==> src/rtl/key_event_scheduler.sv <==
// PS/2 scan-code decoder for ENTER/LEFT/RIGHT feeding a small event FIFO, with held-key and direction tracking.
// Define KEY_TYPEMATIC_FILTER_EN to suppress typematic repeat makes of keys that are already held.
module key_event_scheduler #(
  parameter int FIFO_DEPTH = 4
) (
  input  logic       CLOCK_50,
  input  logic       reset,
  input  logic [7:0] received_data,
  input  logic       received_data_en,
  output logic       evt_valid,
  output logic [2:0] evt_code,
  input  logic       evt_ready,
  output logic [2:0] held,
  output logic [1:0] move_dir,
  output logic       start_pulse,
  output logic       overflow
);

  localparam int PTR_W = (FIFO_DEPTH > 2) ? $clog2(FIFO_DEPTH) : 1;
  localparam logic [PTR_W:0] FULL_COUNT = (PTR_W + 1)'(FIFO_DEPTH);

  localparam logic [7:0] CODE_EXT   = 8'hE0;
  localparam logic [7:0] CODE_BRK   = 8'hF0;
  localparam logic [7:0] CODE_ENTER = 8'h5A;
  localparam logic [7:0] CODE_LEFT  = 8'h6B;
  localparam logic [7:0] CODE_RIGHT = 8'h74;

  localparam logic [1:0] DIR_NONE  = 2'b00;
  localparam logic [1:0] DIR_LEFT  = 2'b01;
  localparam logic [1:0] DIR_RIGHT = 2'b10;

  typedef enum logic [1:0] {IDLE, EXT, BRK, EXT_BRK} state_t;
  typedef enum logic [1:0] {KEY_ENTER = 2'b00, KEY_LEFT = 2'b01, KEY_RIGHT = 2'b10} key_t;

  state_t state, next_state;

  logic             dec_fire;
  logic             dec_brk;
  key_t             dec_key;
  logic [2:0]       key_mask;
  logic             evt_fire;
  logic             push;
  logic             pop;
  logic             full;

  logic [2:0]       held_q, held_next;
  logic [1:0]       move_q, move_next;
  logic             start_q;
  logic             overflow_q;

  logic [2:0]       mem [FIFO_DEPTH];
  logic [PTR_W-1:0] wr_ptr, rd_ptr;
  logic [PTR_W:0]   count;

  // Prefix decoder: a byte only advances the FSM on an enable strobe
  always_comb begin
    next_state = state;
    dec_fire   = 1'b0;
    dec_brk    = 1'b0;
    dec_key    = KEY_ENTER;
    if (received_data_en) begin
      case (state)
        IDLE: begin
          case (received_data)
            CODE_EXT:   next_state = EXT;
            CODE_BRK:   next_state = BRK;
            CODE_ENTER: dec_fire   = 1'b1;
            default:    next_state = IDLE;
          endcase
        end
        EXT: begin
          case (received_data)
            CODE_BRK: next_state = EXT_BRK;
            CODE_EXT: next_state = EXT;
            CODE_LEFT: begin
              dec_fire   = 1'b1;
              dec_key    = KEY_LEFT;
              next_state = IDLE;
            end
            CODE_RIGHT: begin
              dec_fire   = 1'b1;
              dec_key    = KEY_RIGHT;
              next_state = IDLE;
            end
            default: next_state = IDLE;
          endcase
        end
        BRK: begin
          next_state = IDLE;
          if (received_data == CODE_ENTER) begin
            dec_fire = 1'b1;
            dec_brk  = 1'b1;
          end
        end
        EXT_BRK: begin
          next_state = IDLE;
          if (received_data == CODE_LEFT) begin
            dec_fire = 1'b1;
            dec_brk  = 1'b1;
            dec_key  = KEY_LEFT;
          end else if (received_data == CODE_RIGHT) begin
            dec_fire = 1'b1;
            dec_brk  = 1'b1;
            dec_key  = KEY_RIGHT;
          end
        end
        default: next_state = IDLE;
      endcase
    end
  end

  always_comb begin
    key_mask = 3'b000;
    case (dec_key)
      KEY_ENTER: key_mask = 3'b100;
      KEY_LEFT:  key_mask = 3'b010;
      KEY_RIGHT: key_mask = 3'b001;
      default:   key_mask = 3'b000;
    endcase
  end

`ifdef KEY_TYPEMATIC_FILTER_EN
  assign evt_fire = dec_fire && (dec_brk || ((held_q & key_mask) == 3'b000));
`else
  assign evt_fire = dec_fire;
`endif

  assign full = (count == FULL_COUNT);
  assign pop  = evt_valid && evt_ready;
  assign push = evt_fire && (!full || pop);

  // Direction follows the last made key; releasing it falls back to the other key if still held
  always_comb begin
    held_next = held_q;
    move_next = move_q;
    if (evt_fire) begin
      if (dec_brk) begin
        held_next = held_q & ~key_mask;
        if (dec_key == KEY_LEFT && move_q == DIR_LEFT)
          move_next = held_next[0] ? DIR_RIGHT : DIR_NONE;
        else if (dec_key == KEY_RIGHT && move_q == DIR_RIGHT)
          move_next = held_next[1] ? DIR_LEFT : DIR_NONE;
      end else begin
        held_next = held_q | key_mask;
        if (dec_key == KEY_LEFT)
          move_next = DIR_LEFT;
        else if (dec_key == KEY_RIGHT)
          move_next = DIR_RIGHT;
      end
    end
  end

  always_ff @(posedge CLOCK_50 or posedge reset) begin
    if (reset) begin
      state      <= IDLE;
      wr_ptr     <= '0;
      rd_ptr     <= '0;
      count      <= '0;
      held_q     <= 3'b000;
      move_q     <= DIR_NONE;
      start_q    <= 1'b0;
      overflow_q <= 1'b0;
    end else begin
      state   <= next_state;
      held_q  <= held_next;
      move_q  <= move_next;
      start_q <= push && !dec_brk && (dec_key == KEY_ENTER);
      if (push)
        wr_ptr <= wr_ptr + 1'b1;
      if (pop)
        rd_ptr <= rd_ptr + 1'b1;
      if (push && !pop)
        count <= count + 1'b1;
      else if (pop && !push)
        count <= count - 1'b1;
      if (evt_fire && full && !pop)
        overflow_q <= 1'b1;
    end
  end

  // Storage needs no reset: evt_code is masked while the queue is empty
  always_ff @(posedge CLOCK_50) begin
    if (push)
      mem[wr_ptr] <= {dec_brk, dec_key};
  end

  assign evt_valid   = (count != '0);
  assign evt_code    = evt_valid ? mem[rd_ptr] : 3'b000;
  assign held        = held_q;
  assign move_dir    = move_q;
  assign start_pulse = start_q;
  assign overflow    = overflow_q;

endmodule

==> config.mk <==
export PLATFORM = sky130hd
export DESIGN_NAME = key_event_scheduler
export DESIGN_NICKNAME = d
export VERILOG_FILES = /design/src/rtl/key_event_scheduler.sv
export SDC_FILE = /design/constraint.sdc
export NUM_CORES = 1
export LEC_CHECK = 0
export CORE_MARGIN = 10
export CORE_UTILIZATION = 45
export CTS_BUF_LIST = sky130_fd_sc_hd__clkbuf_16
export CTS_CLUSTER_SIZE = 10
export DETAILED_ROUTE_END_ITERATION = 6
export PLACE_DENSITY = 0.69
export SLEW_MARGIN = 25
export SYNTH_ARGS = -nofsm -noshare
export SYNTH_HDL_FRONTEND = slang
export SYNTH_SLANG_ARGS = --single-unit
==> constraint.sdc <==
create_clock -name CLOCK_50 -period 3.5 [get_ports CLOCK_50]
set_clock_uncertainty 0.1 [all_clocks]
set_input_delay 0.525 -clock CLOCK_50 [delete_from_list [all_inputs] [get_ports CLOCK_50]]
set_output_delay 0.525 -clock CLOCK_50 [all_outputs]
set_load 0.01 [all_outputs]
==> key figures, run 1 <==
Logic synthesis
  • Synthesized flop and latch total: 28
  • Mapped Cells: 113
  • YS warnings: 0
  • Cell area after synthesis: 0.00143 sq mm
  • Synth area leader: dfrtp_1
  • Synth top area share: 0.281
  • Post-Syn Area per Cell: 12.6 sq um
  • Netlist cell types: 38
  • Synth area leaders: dfrtp_1 28%, edfxtp_1 25%, mux4_2 4.7%
  • Syn_nets: 131
  • Register area share after synthesis: 0.533

Worst setup path
  • Family with the most delay on the worst path: simple AND/OR/NAND/NOR gates
  • Critical Path Sink Type: flip-flop
  • Worst reg2reg path startpoint: state[0]$_DFFE_PP0P_
  • Worst Setup Start Kind: input pin
  • Crit-path cells: clkdlybuf4s50_1 -> and4bb_1 -> nand4_1 -> a21oi_2 -> a21oi_2 -> nor2_4 -> ha_1 -> inv_1 -> fa_1 -> xor2_1 -> nor2_1 -> xor2_1
  • Critical Path Max Stage Delay: 0.57 ns
  • WP buf/inv: 2
  • Crit path DAT: 3.23 ns
  • Crit path kind: in -> reg
  • Max Fanout on Critical Path: 7
  • R2R depth: 10
  • Worst R2R End: count[2]$_DFFE_PP0P_
  • Crit-path slowest cell: clkdlybuf4s50_1
  • R2r setup slk: 1.09 ns
  • Req. time, crit path: 3.59 ns

Global routing
  • GRT met2 Usage: 0.154
  • Global-route wire length before repair: 4680 microns
  • Vias in the first global route: 977
  • Initial antenna violation count: 0
  • Gr usage total: 0.0955
  • Largest net degree at the start of global routing: 17
  • Met3 GRT Util: 0.0248
  • Grt met1 use: 0.118
  • Top Usage Layer GRT: met2
  • Congestion Overflow GR: 0

STA
  • Period utilisation layout: 0.898
  • Highest Clock Rate: 318 MHz
  • Unrepaired setup endpoints after global routing: false
  • Worst-Margin Slew: 0.602 ns
  • Endpoints failing setup: 0
  • Final hold vios: 0
  • Worst rel slew slack: 0.598
  • WHS: 0.358 ns
  • Setup ws final: 0.357 ns
  • Pins Over Slew Limit: 0
  • Setup TNS: 0 ns
  • Minimum clock period: 3.14 ns

Place
  • Number of port buffers: 22
  • GP Congestion: 0.852
  • Placed cell area: 0.00171 sq mm
  • Hpwl dp: 2120 microns
  • Placed insts: 179
  • Place WS: 0.0957 ns

Power
  • Leak Pwr: 0.736 nW
  • Comb power frac: 0.181
  • Clock power frac: 0.306
  • Sw frac: 0.253
  • Sequential share of power: 0.512
  • VDD IR max: 0.210 mV
  • P per Cell Area: 464 mW/mm^2
  • Pint: 0.620 mW
  • Net Sw Power: 0.211 mW
  • Total Power: 0.831 mW

Hold path
  • Endpoint, Worst Hold: overflow$_DFFE_PP0P_
  • Hold depth: 1
  • Worst hold path class: reg -> reg
  • Min-Delay Startpoint: overflow$_DFFE_PP0P_

CTS
  • Post-cts hold buffer count: 0
  • Max clock buf depth: 2
  • H-tree Lvls: 1
  • CTS Sinks: 28
  • CTS Buf Count: 3
  • Clk slew on worst S/H paths: 0.06 ns
  • Post-CTS Setup Repair Bufs: 0
  • Post-CTS resize count: 0
  • Root buffer cell: clkbuf_16
  • Latest clock arrival within the worst-skew pair: 0.26 ns
  • CTS tree: done

Detailed routing
  • DRC: 0
  • Final ANT Viol Nets: 0
  • Total wire length: 2670 microns
  • Via count: 946
  • Iteration-0 DRC Markers: 39
  • WL/cell: 14.6 microns
  • Count of TritonRoute iterations in the first routing pass: 4
  • Vias/cell: 5.17

Die
  • # rows: 20
  • Die width: 76.3 microns
  • Initial core utilization: 0.467
  • Core box area: 0.00305 sq mm
  • Die area: 0.00582 sq mm
  • I/O Pins: 23
  • Die height: 76.3 microns

Finish
  • Share of post-route cells with drive strength above 1: 0.129
  • # diodes: 0
  • Finished Layout Cells: 183
  • Final Core Density: 0.587
  • Footprint of the multi-input gates: 628 sq um
  • Sequential cell area: 761 sq um
  • Layout area overhead: 25.6%
  • Fill cells: 272
  • Nets@finish: 158
  • Post-route cell area: 0.00179 sq mm

Status
  • Outcome: finished clean

Run
  • Max Cap Violations: 0
[logic make-up (layout without fill, tap and decap cells)]
group / after synthesis / in the layout / synth area share
compound gates: 16 / 16 / 0.0719
xor+xnor: 6 / 6 / 0.0368
fa+ha+maj: 6 / 6 / 0.0579
buf+inv: 10 / 36 / 0.0263
flops: 28 / 28 / 0.533
mux: 8 / 8 / 0.0868
simple gates: 39 / 39 / 0.187
[cells in the final DEF, fill, tap and decap left out, types with 2 or more instances in the layout]
cell | Yosys | final
nand4b_1 | 2 | 2
nor2_1 | 7 | 7
a21oi_1 | 5 | 5
ha_1 | 5 | 5
dfrtp_1 | 16 | 16
nand2_1 | 7 | 7
nand3_1 | 2 | 2
inv_1 | 6 | 6
o21ai_1 | 2 | 2
mux2_1 | 3 | 3
buf_4 | 0 | 3
and2_1 | 7 | 7
edfxtp_1 | 12 | 12
xnor2_1 | 4 | 4
mux4_2 | 3 | 3
o21ai_0 | 2 | 2
nor4b_1 | 2 | 2
clkbuf_16 | 0 | 3
clkdlybuf4s50_1 | 0 | 22
a21oi_2 | 2 | 2
nor4_1 | 2 | 2
xor2_1 | 2 | 2
mux2_2 | 2 | 2
[worst max path at each step]
| stage | start | endpoint | slack [ns] | cells past startpoint |
|---|---|---|---|---|
| after floorplan | received_data[2] | count[2]$_DFFE_PP0P_ | 0.87 | 11 |
| after global placement | received_data[5] | count[2]$_DFFE_PP0P_ | 0.19 | 12 |
| after detailed placement | received_data[5] | count[2]$_DFFE_PP0P_ | 0.1 | 12 |
| after CTS | received_data[5] | count[2]$_DFFE_PP0P_ | 0.34 | 12 |
| after global routing | received_data[5] | count[2]$_DFFE_PP0P_ | 0.11 | 12 |
| final | received_data[5] | count[2]$_DFFE_PP0P_ | 0.36 | 12 |
[power by group through the flow]
stage / Clock (mW) / Combinational, mW / Sequential, mW
after floorplan: 0 / 0.121 / 0.410
after global placement: 0 / 0.149 / 0.432
after detailed placement: 0 / 0.151 / 0.435
after CTS: 0.263 / 0.153 / 0.428
after global routing: 0.274 / 0.164 / 0.434
final: 0.255 / 0.151 / 0.426
[per-layer routing]
| layer | vias up | part of all wire |
|---|---|---|
| met5 | - | 0 |
| met4 | 0 | 0.015 |
| met3 | 5 | 0.051 |
| met2 | 23 | 0.50 |
| met1 | 459 | 0.43 |
| li1 | 459 | - |
[final cells by class]
class,count,share of cell area
clock buffers,3,0.0419
clock inverters,1,0.00209
inverters,7,0.0147
multi-input cells,75,0.351
flip-flops and latches,28,0.425
well taps,44,0.0307
repair buffers,25,0.135
[synth_stat cells (all sizes together)]
cell type,instances
nor4,3
nand2b,1
fa,1
nand2,7
xor2,2
nor2b,1
o31ai,1
a21o,1
nor3b,1
o21ai,4
nand4b,3
edfxtp,12
nand3,2
mux2,5
clkbuf,3
mux4,3
and2,7
nand4,1
xnor2,4
nor4b,2
nor2,8
inv,7
dfrtp,16
a22o,1
ha,5
a21oi,7
o311ai,1
and4bb,1
or3,2
a211oi,1
(Power assumes the default switching activity.)
==> inputs of run 2 (changes only) <==
==> constraint.sdc (replaced) <==
create_clock -name CLOCK_50 -period 3 [get_ports CLOCK_50]
set_clock_uncertainty 0.1 [all_clocks]
set_input_delay 0.45 -clock CLOCK_50 [delete_from_list [all_inputs] [get_ports CLOCK_50]]
set_output_delay 0.45 -clock CLOCK_50 [all_outputs]
set_load 0.01 [all_outputs]
==> key figures, run 2 (same netlist as run 1, synthesis figures left out) <==
Status
  • Outcome: finished clean (unchanged)

CTS
  • Post-cts hold buffer count: 0 (unchanged)
  • Post-CTS resize count: 0 (unchanged)
  • Root buffer cell: clkbuf_16 (unchanged)
  • CTS Sinks: 28 (unchanged)
  • H-tree Lvls: 1 (unchanged)
  • Post-CTS Setup Repair Bufs: 0 (unchanged)
  • CTS Buf Count: 3 (unchanged)
  • Latest clock arrival within the worst-skew pair: 0.26 ns (about the same)
  • Clk slew on worst S/H paths: 0.07 ns (was 0.06 ns)
  • CTS tree: done (unchanged)
  • Max clock buf depth: 2 (unchanged)

Power
  • Leak Pwr: 0.777 nW (was 0.736 nW)
  • Pint: 0.813 mW (was 0.620 mW)
  • P per Cell Area: 573 mW/mm^2 (was 464 mW/mm^2)
  • Sequential share of power: 0.465 (was 0.512)
  • Clock power frac: 0.365 (was 0.306)
  • Sw frac: 0.239 (was 0.253)
  • Net Sw Power: 0.255 mW (was 0.211 mW)
  • Total Power: 1.07 mW (was 0.831 mW)
  • VDD IR max: 0.241 mV (was 0.210 mV)
  • Comb power frac: 0.170 (was 0.181)

Hold path
  • Min-Delay Startpoint: overflow$_DFFE_PP0P_ (unchanged)
  • Worst hold path class: reg -> reg (unchanged)
  • Endpoint, Worst Hold: overflow$_DFFE_PP0P_ (unchanged)
  • Hold depth: 1 (unchanged)

STA
  • Highest Clock Rate: 356 MHz
  • Pins Over Slew Limit: 0 (unchanged)
  • Final hold vios: 0 (unchanged)
  • Setup TNS: 0 ns (unchanged)
  • Worst rel slew slack: 0.579 (was 0.598)
  • Unrepaired setup endpoints after global routing: false (unchanged)
  • Minimum clock period: 2.81 ns
  • Endpoints failing setup: 0 (unchanged)
  • Worst-Margin Slew: 0.631 ns (was 0.602 ns)
  • Setup ws final: 0.195 ns (was 0.357 ns)
  • Period utilisation layout: 0.935
  • WHS: 0.368 ns (was 0.358 ns)

Finish
  • Fill cells: 253 (was 272)
  • Commonest non-fill, non-tap cell in the layout: clkdlybuf4s50_1 (unchanged)
  • Post-route cell area: 0.00186 sq mm (was 0.00179 sq mm)
  • Layout area overhead: 30.6% (was 25.6%)
  • # diodes: 0 (unchanged)
  • Final Core Density: 0.610 (was 0.587)
  • Nets@finish: 164 (was 158)
  • Sequential cell area: 761 sq um (unchanged)
  • Footprint of the multi-input gates: 628 sq um (unchanged)
  • Highest-count cells in the layout ignoring fill and taps: 22 x clkdlybuf4s50_1, 16 x dfrtp_1, 12 x edfxtp_1 (unchanged)
  • Share of post-route cells with drive strength above 1: 0.172 (was 0.129)
  • Finished Layout Cells: 189 (was 183)

Detailed routing
  • Final ANT Viol Nets: 0 (unchanged)
  • WL/cell: 14.9 microns (was 14.6 microns)
  • Count of TritonRoute iterations in the first routing pass: 4 (unchanged)
  • DRC: 0 (unchanged)
  • Total wire length: 2820 microns (was 2670 microns)
  • Via count: 972 (was 946)
  • Iteration-0 DRC Markers: 25 (was 39)
  • Vias/cell: 5.14 (was 5.17)

Worst setup path
  • R2r setup slk: 0.75 ns (was 1.09 ns)
  • Req. time, crit path: 3.08 ns (was 3.59 ns)
  • Worst reg2reg path startpoint: count[1]$_DFFE_PP0P_ (was state[0]$_DFFE_PP0P_)
  • Crit path kind: in -> reg (unchanged)
  • Max Fanout on Critical Path: 3 (was 7)
  • R2R depth: 8 (was 10)
  • Worst Setup Start Kind: input pin (unchanged)
  • Critical Path Sink Type: flip-flop (unchanged)
  • Crit path DAT: 2.89 ns (was 3.23 ns)
  • Worst R2R End: count[2]$_DFFE_PP0P_ (unchanged)

Run
  • Max Cap Violations: 0 (unchanged)

Die
  • Core box area: 0.00305 sq mm (unchanged)
  • Die width: 76.3 microns (unchanged)
  • Die height: 76.3 microns (unchanged)
  • I/O Pins: 23 (unchanged)
  • # rows: 20 (unchanged)
  • Die area: 0.00582 sq mm (unchanged)
  • Initial core utilization: 0.467 (unchanged)

Place
  • Placed insts: 185 (was 179)
  • Placed cell area: 0.00176 sq mm (was 0.00171 sq mm)
  • Number of port buffers: 22 (unchanged)
  • Place WS: -0.0708 ns (was 0.0957 ns)
  • Hpwl dp: 2190 microns (was 2120 microns)
  • GP Congestion: 0.793 (was 0.852)

Global routing
  • Congestion Overflow GR: 0 (unchanged)
  • Gr usage total: 0.0994 (was 0.0955)
  • Largest net degree at the start of global routing: 17 (unchanged)
  • Global-route wire length before repair: 4890 microns (was 4680 microns)
  • Vias in the first global route: 1,042 (was 977)
  • Initial antenna violation count: 0 (unchanged)
[run 2: worst max-delay path by stage]
stage / startpoint / depth (start not counted) / slack [ns] / to
detailed placement: received_data[1] / 12 / -0.07 / count[2]$_DFFE_PP0P_
finish: received_data[1] / 12 / 0.19 / count[2]$_DFFE_PP0P_
global placement: received_data[1] / 12 / 0.04 / count[2]$_DFFE_PP0P_
floorplan: received_data[2] / 11 / 0.45 / count[2]$_DFFE_PP0P_
CTS: received_data[1] / 12 / 0.18 / count[2]$_DFFE_PP0P_
global route: received_data[4] / 12 / 0.02 / count[2]$_DFFE_PP0P_
[run 2: layout make-up]
| cell class | count | share of cell area |
|---|---|---|
| clock buffers | 3 | 0.0403 |
| clock inverters | 1 | 0.0161 |
| inverters | 7 | 0.0141 |
| multi-input cells | 75 | 0.337 |
| flip-flops and latches | 28 | 0.408 |
| well taps | 44 | 0.0295 |
| repair buffers | 31 | 0.154 |
[run 2: worst max-delay path, cell delays in order]
cell and delay [ns]:
clkdlybuf4s50_1 0.48, and4bb_1 0.36, nand4_1 0.16, a21oi_2 0.23, a21oi_2 0.08, nor2_4 0.10, ha_1 0.18, inv_1 0.06
fa_1 0.38, xor2_1 0.15, nor2_1 0.11, xor2_1 0.15
[run 2: power by group through the flow]
stage	logic, mW	registers, mW	clock network, mW
global route	0.204	0.506	0.409
finish	0.182	0.497	0.389
detailed placement	0.185	0.506	0
floorplan	0.142	0.478	0
global placement	0.173	0.503	0
CTS	0.187	0.498	0.393
[run 2: metal layers]
layer / global-route usage / up-vias / part of all wire / wire length [microns]
met5: 0 / - / 0 / 0
met4: 0.0223 / 0 / 0.0043 / 12
met3: 0.0318 / 2 / 0.060 / 169
met2: 0.171 / 18 / 0.49 / 1390
met1: 0.117 / 480 / 0.44 / 1250
li1: - / 472 / - / -
==> inputs of run 3 (changes only) <==
--- a/config.mk
+++ b/config.mk
@@ -10,6 +10,7 @@
 export CTS_BUF_LIST = sky130_fd_sc_hd__clkbuf_16
 export CTS_CLUSTER_SIZE = 10
 export DETAILED_ROUTE_END_ITERATION = 6
+export GPL_TIMING_DRIVEN = 0
 export PLACE_DENSITY = 0.69
 export SLEW_MARGIN = 25
 export SYNTH_ARGS = -nofsm -noshare
==> key figures, run 3 (same netlist as run 1, synthesis figures left out) <==
Global routing
  • Largest net degree at the start of global routing: 17 (unchanged)
  • Global-route wire length before repair: 4500 microns (was 4890 microns)
  • Vias in the first global route: 992 (was 1,042)
  • Initial antenna violation count: 0 (unchanged)
  • Gr usage total: 0.0923 (was 0.0994)
  • Congestion Overflow GR: 0 (unchanged)

Die
  • Die height: 76.3 microns (unchanged)
  • Die area: 0.00582 sq mm (unchanged)
  • Core box area: 0.00305 sq mm (unchanged)
  • Die width: 76.3 microns (unchanged)
  • Initial core utilization: 0.467 (unchanged)
  • # rows: 20 (unchanged)
  • I/O Pins: 23 (unchanged)

STA
  • Final hold vios: 0 (unchanged)
  • Unrepaired setup endpoints after global routing: false (unchanged)
  • Worst-Margin Slew: 0.877 ns (was 0.631 ns)
  • Worst rel slew slack: 0.407 (was 0.579)
  • Endpoints failing setup: 0 (unchanged)
  • Highest Clock Rate: 353 MHz (was 356 MHz)
  • Setup ws final: 0.167 ns (was 0.195 ns)
  • Period utilisation layout: 0.944 (was 0.935)
  • Pins Over Slew Limit: 0 (unchanged)
  • Minimum clock period: 2.83 ns (was 2.81 ns)

CTS
  • CTS Buf Count: 3 (unchanged)
  • CTS tree: done (unchanged)
  • Clk slew on worst S/H paths: 0.07 ns (about the same)
  • Max clock buf depth: 2 (unchanged)
  • CTS Sinks: 28 (unchanged)
  • Root buffer cell: clkbuf_16 (unchanged)
  • Latest clock arrival within the worst-skew pair: 0.26 ns (about the same)
  • H-tree Lvls: 1 (unchanged)
  • Post-cts hold buffer count: 0 (unchanged)

Power
  • VDD IR max: 0.303 mV (was 0.241 mV)
  • Total Power: 1.06 mW (was 1.07 mW)
  • Leak Pwr: 0.769 nW (was 0.777 nW)
  • P per Cell Area: 576 mW/mm^2 (was 573 mW/mm^2)

Detailed routing
  • Iteration-0 DRC Markers: 37 (was 25)
  • WL/cell: 14.3 microns (was 14.9 microns)
  • DRC: 0 (unchanged)
  • Final ANT Viol Nets: 0 (unchanged)
  • Count of TritonRoute iterations in the first routing pass: 4 (unchanged)
  • Via count: 951 (was 972)
  • Total wire length: 2680 microns (was 2820 microns)
  • Vias/cell: 5.06 (was 5.14)

Place
  • GP Congestion: 0.795 (was 0.793)
  • Hpwl dp: 2050 microns (was 2190 microns)
  • Place WS: -0.329 ns (was -0.0708 ns)
  • Placed insts: 179 (was 185)
  • Placed cell area: 0.00170 sq mm (was 0.00176 sq mm)
  • Number of port buffers: 22 (unchanged)

Finish
  • Commonest non-fill, non-tap cell in the layout: clkdlybuf4s50_1 (unchanged)
  • Fill cells: 270 (was 253)
  • # diodes: 0 (unchanged)
  • Share of post-route cells with drive strength above 1: 0.146 (was 0.172)
  • Nets@finish: 163 (was 164)
  • Final Core Density: 0.605 (was 0.610)
  • Highest-count cells in the layout ignoring fill and taps: 21 x clkdlybuf4s50_1, 16 x dfrtp_1, 12 x edfxtp_1 (was 22 x clkdlybuf4s50_1, 16 x dfrtp_1, 12 x edfxtp_1)
  • Finished Layout Cells: 188 (was 189)
  • Post-route cell area: 0.00185 sq mm (was 0.00186 sq mm)
  • Footprint of the multi-input gates: 628 sq um (unchanged)
  • Sequential cell area: 761 sq um (unchanged)
  • Layout area overhead: 29.5% (was 30.6%)

Worst setup path
  • WP buf/inv: 2 (unchanged)
  • Req. time, crit path: 3.09 ns (was 3.08 ns)
  • Critical Path Max Stage Delay: 0.57 ns (was 0.48 ns)
  • Crit-path cells: clkdlybuf4s50_1 -> and4bb_1 -> nand4_1 -> a21oi_2 -> a21oi_2 -> nor2_4 -> ha_1 -> inv_1 -> fa_1 -> xor2_1 -> nor2_1 -> xor2_1 (unchanged)
  • Crit path kind: in -> reg (unchanged)
  • Worst Setup Start Kind: input pin (unchanged)
  • Family with the most delay on the worst path: simple AND/OR/NAND/NOR gates (unchanged)
  • Crit-path slowest cell: clkdlybuf4s50_1 (unchanged)
  • Max Fanout on Critical Path: 4 (was 3)
  • Critical Path Sink Type: flip-flop (unchanged)
  • Crit path DAT: 2.92 ns (was 2.89 ns)

Run
  • Max Cap Violations: 0 (unchanged)

Hold path
  • Worst hold path class: reg -> reg (unchanged)

Status
  • Outcome: finished clean (unchanged)
[run 3: changes by cell type in the layout (fill, tap and decap cells not counted)]
cell,before,now
buf_4,9,5
clkbuf_1,0,3
dlymetal6s2s_1,0,1
clkdlybuf4s50_1,22,21
[run 3: path summary, 6_finish.rpt]
kind                                      startpoint               endpoint  slack (ns)  cells past startpoint
worst max-delay path                received_data[5]   count[2]$_DFFE_PP0P_        0.17                     12
worst min-delay path            overflow$_DFFE_PP0P_   overflow$_DFFE_PP0P_        0.37                      1
worst max register to register  count[0]$_DFFE_PP0P_   count[1]$_DFFE_PP0P_        0.58                      6
worst min register to register  overflow$_DFFE_PP0P_   overflow$_DFFE_PP0P_        0.37                      1
max in group asynchronous                      reset  wr_ptr[1]$_DFFE_PP0N_        1.93                      2
min in group asynchronous                      reset  start_pulse$_DFF_PP0_        0.47                      2
[run 3: report_power, final]
part	internal, mW	total [mW]	leakage [nW]	switching [mW]
Combinational	0.109	0.197	0.374	0.0889
Sequential	0.439	0.478	0.344	0.0388
Clock	0.266	0.389	0.0511	0.123
Total	0.813	1.06	0.769	0.251
[run 3: repair_timing]
item,in CTS,in global routing
endpoints found under the setup margin,2,2
gates resized for setup,0,1
buffers inserted,2,3
pin swaps,2,3
[run 3: final cells by class]
cell class | instances | area share
Buffer | 3 | 0.00610
Tap cell | 44 | 0.0298
Clock inverter | 1 | 0.0163
Timing Repair Buffer | 27 | 0.141
Sequential cell | 28 | 0.412
Multi-Input combinational cell | 75 | 0.340
Inverter | 7 | 0.0142
Clock buffer | 3 | 0.0407
[run 3: layer usage]
| layer | track usage | vias up | wire length [microns] |
|---|---|---|---|
| met1 | 0.113 | 456 | 1240 |
| met4 | 0.0335 | 0 | 49 |
| li1 | - | 471 | - |
| met2 | 0.140 | 17 | 1220 |
| met3 | 0.0401 | 7 | 171 |
| met5 | 0 | - | 0 |
[run 3: per-stage QoR]
step / hold slack [ns] / TNS, ns
2_1_floorplan: 0.264 / 0
3_3_place_gp: 0.341 / -0.519
3_5_place_dp: 0.362 / -0.605
4_1_cts: 0.377 / 0
5_1_grt: 0.397 / 0
6_report: 0.367 / 0
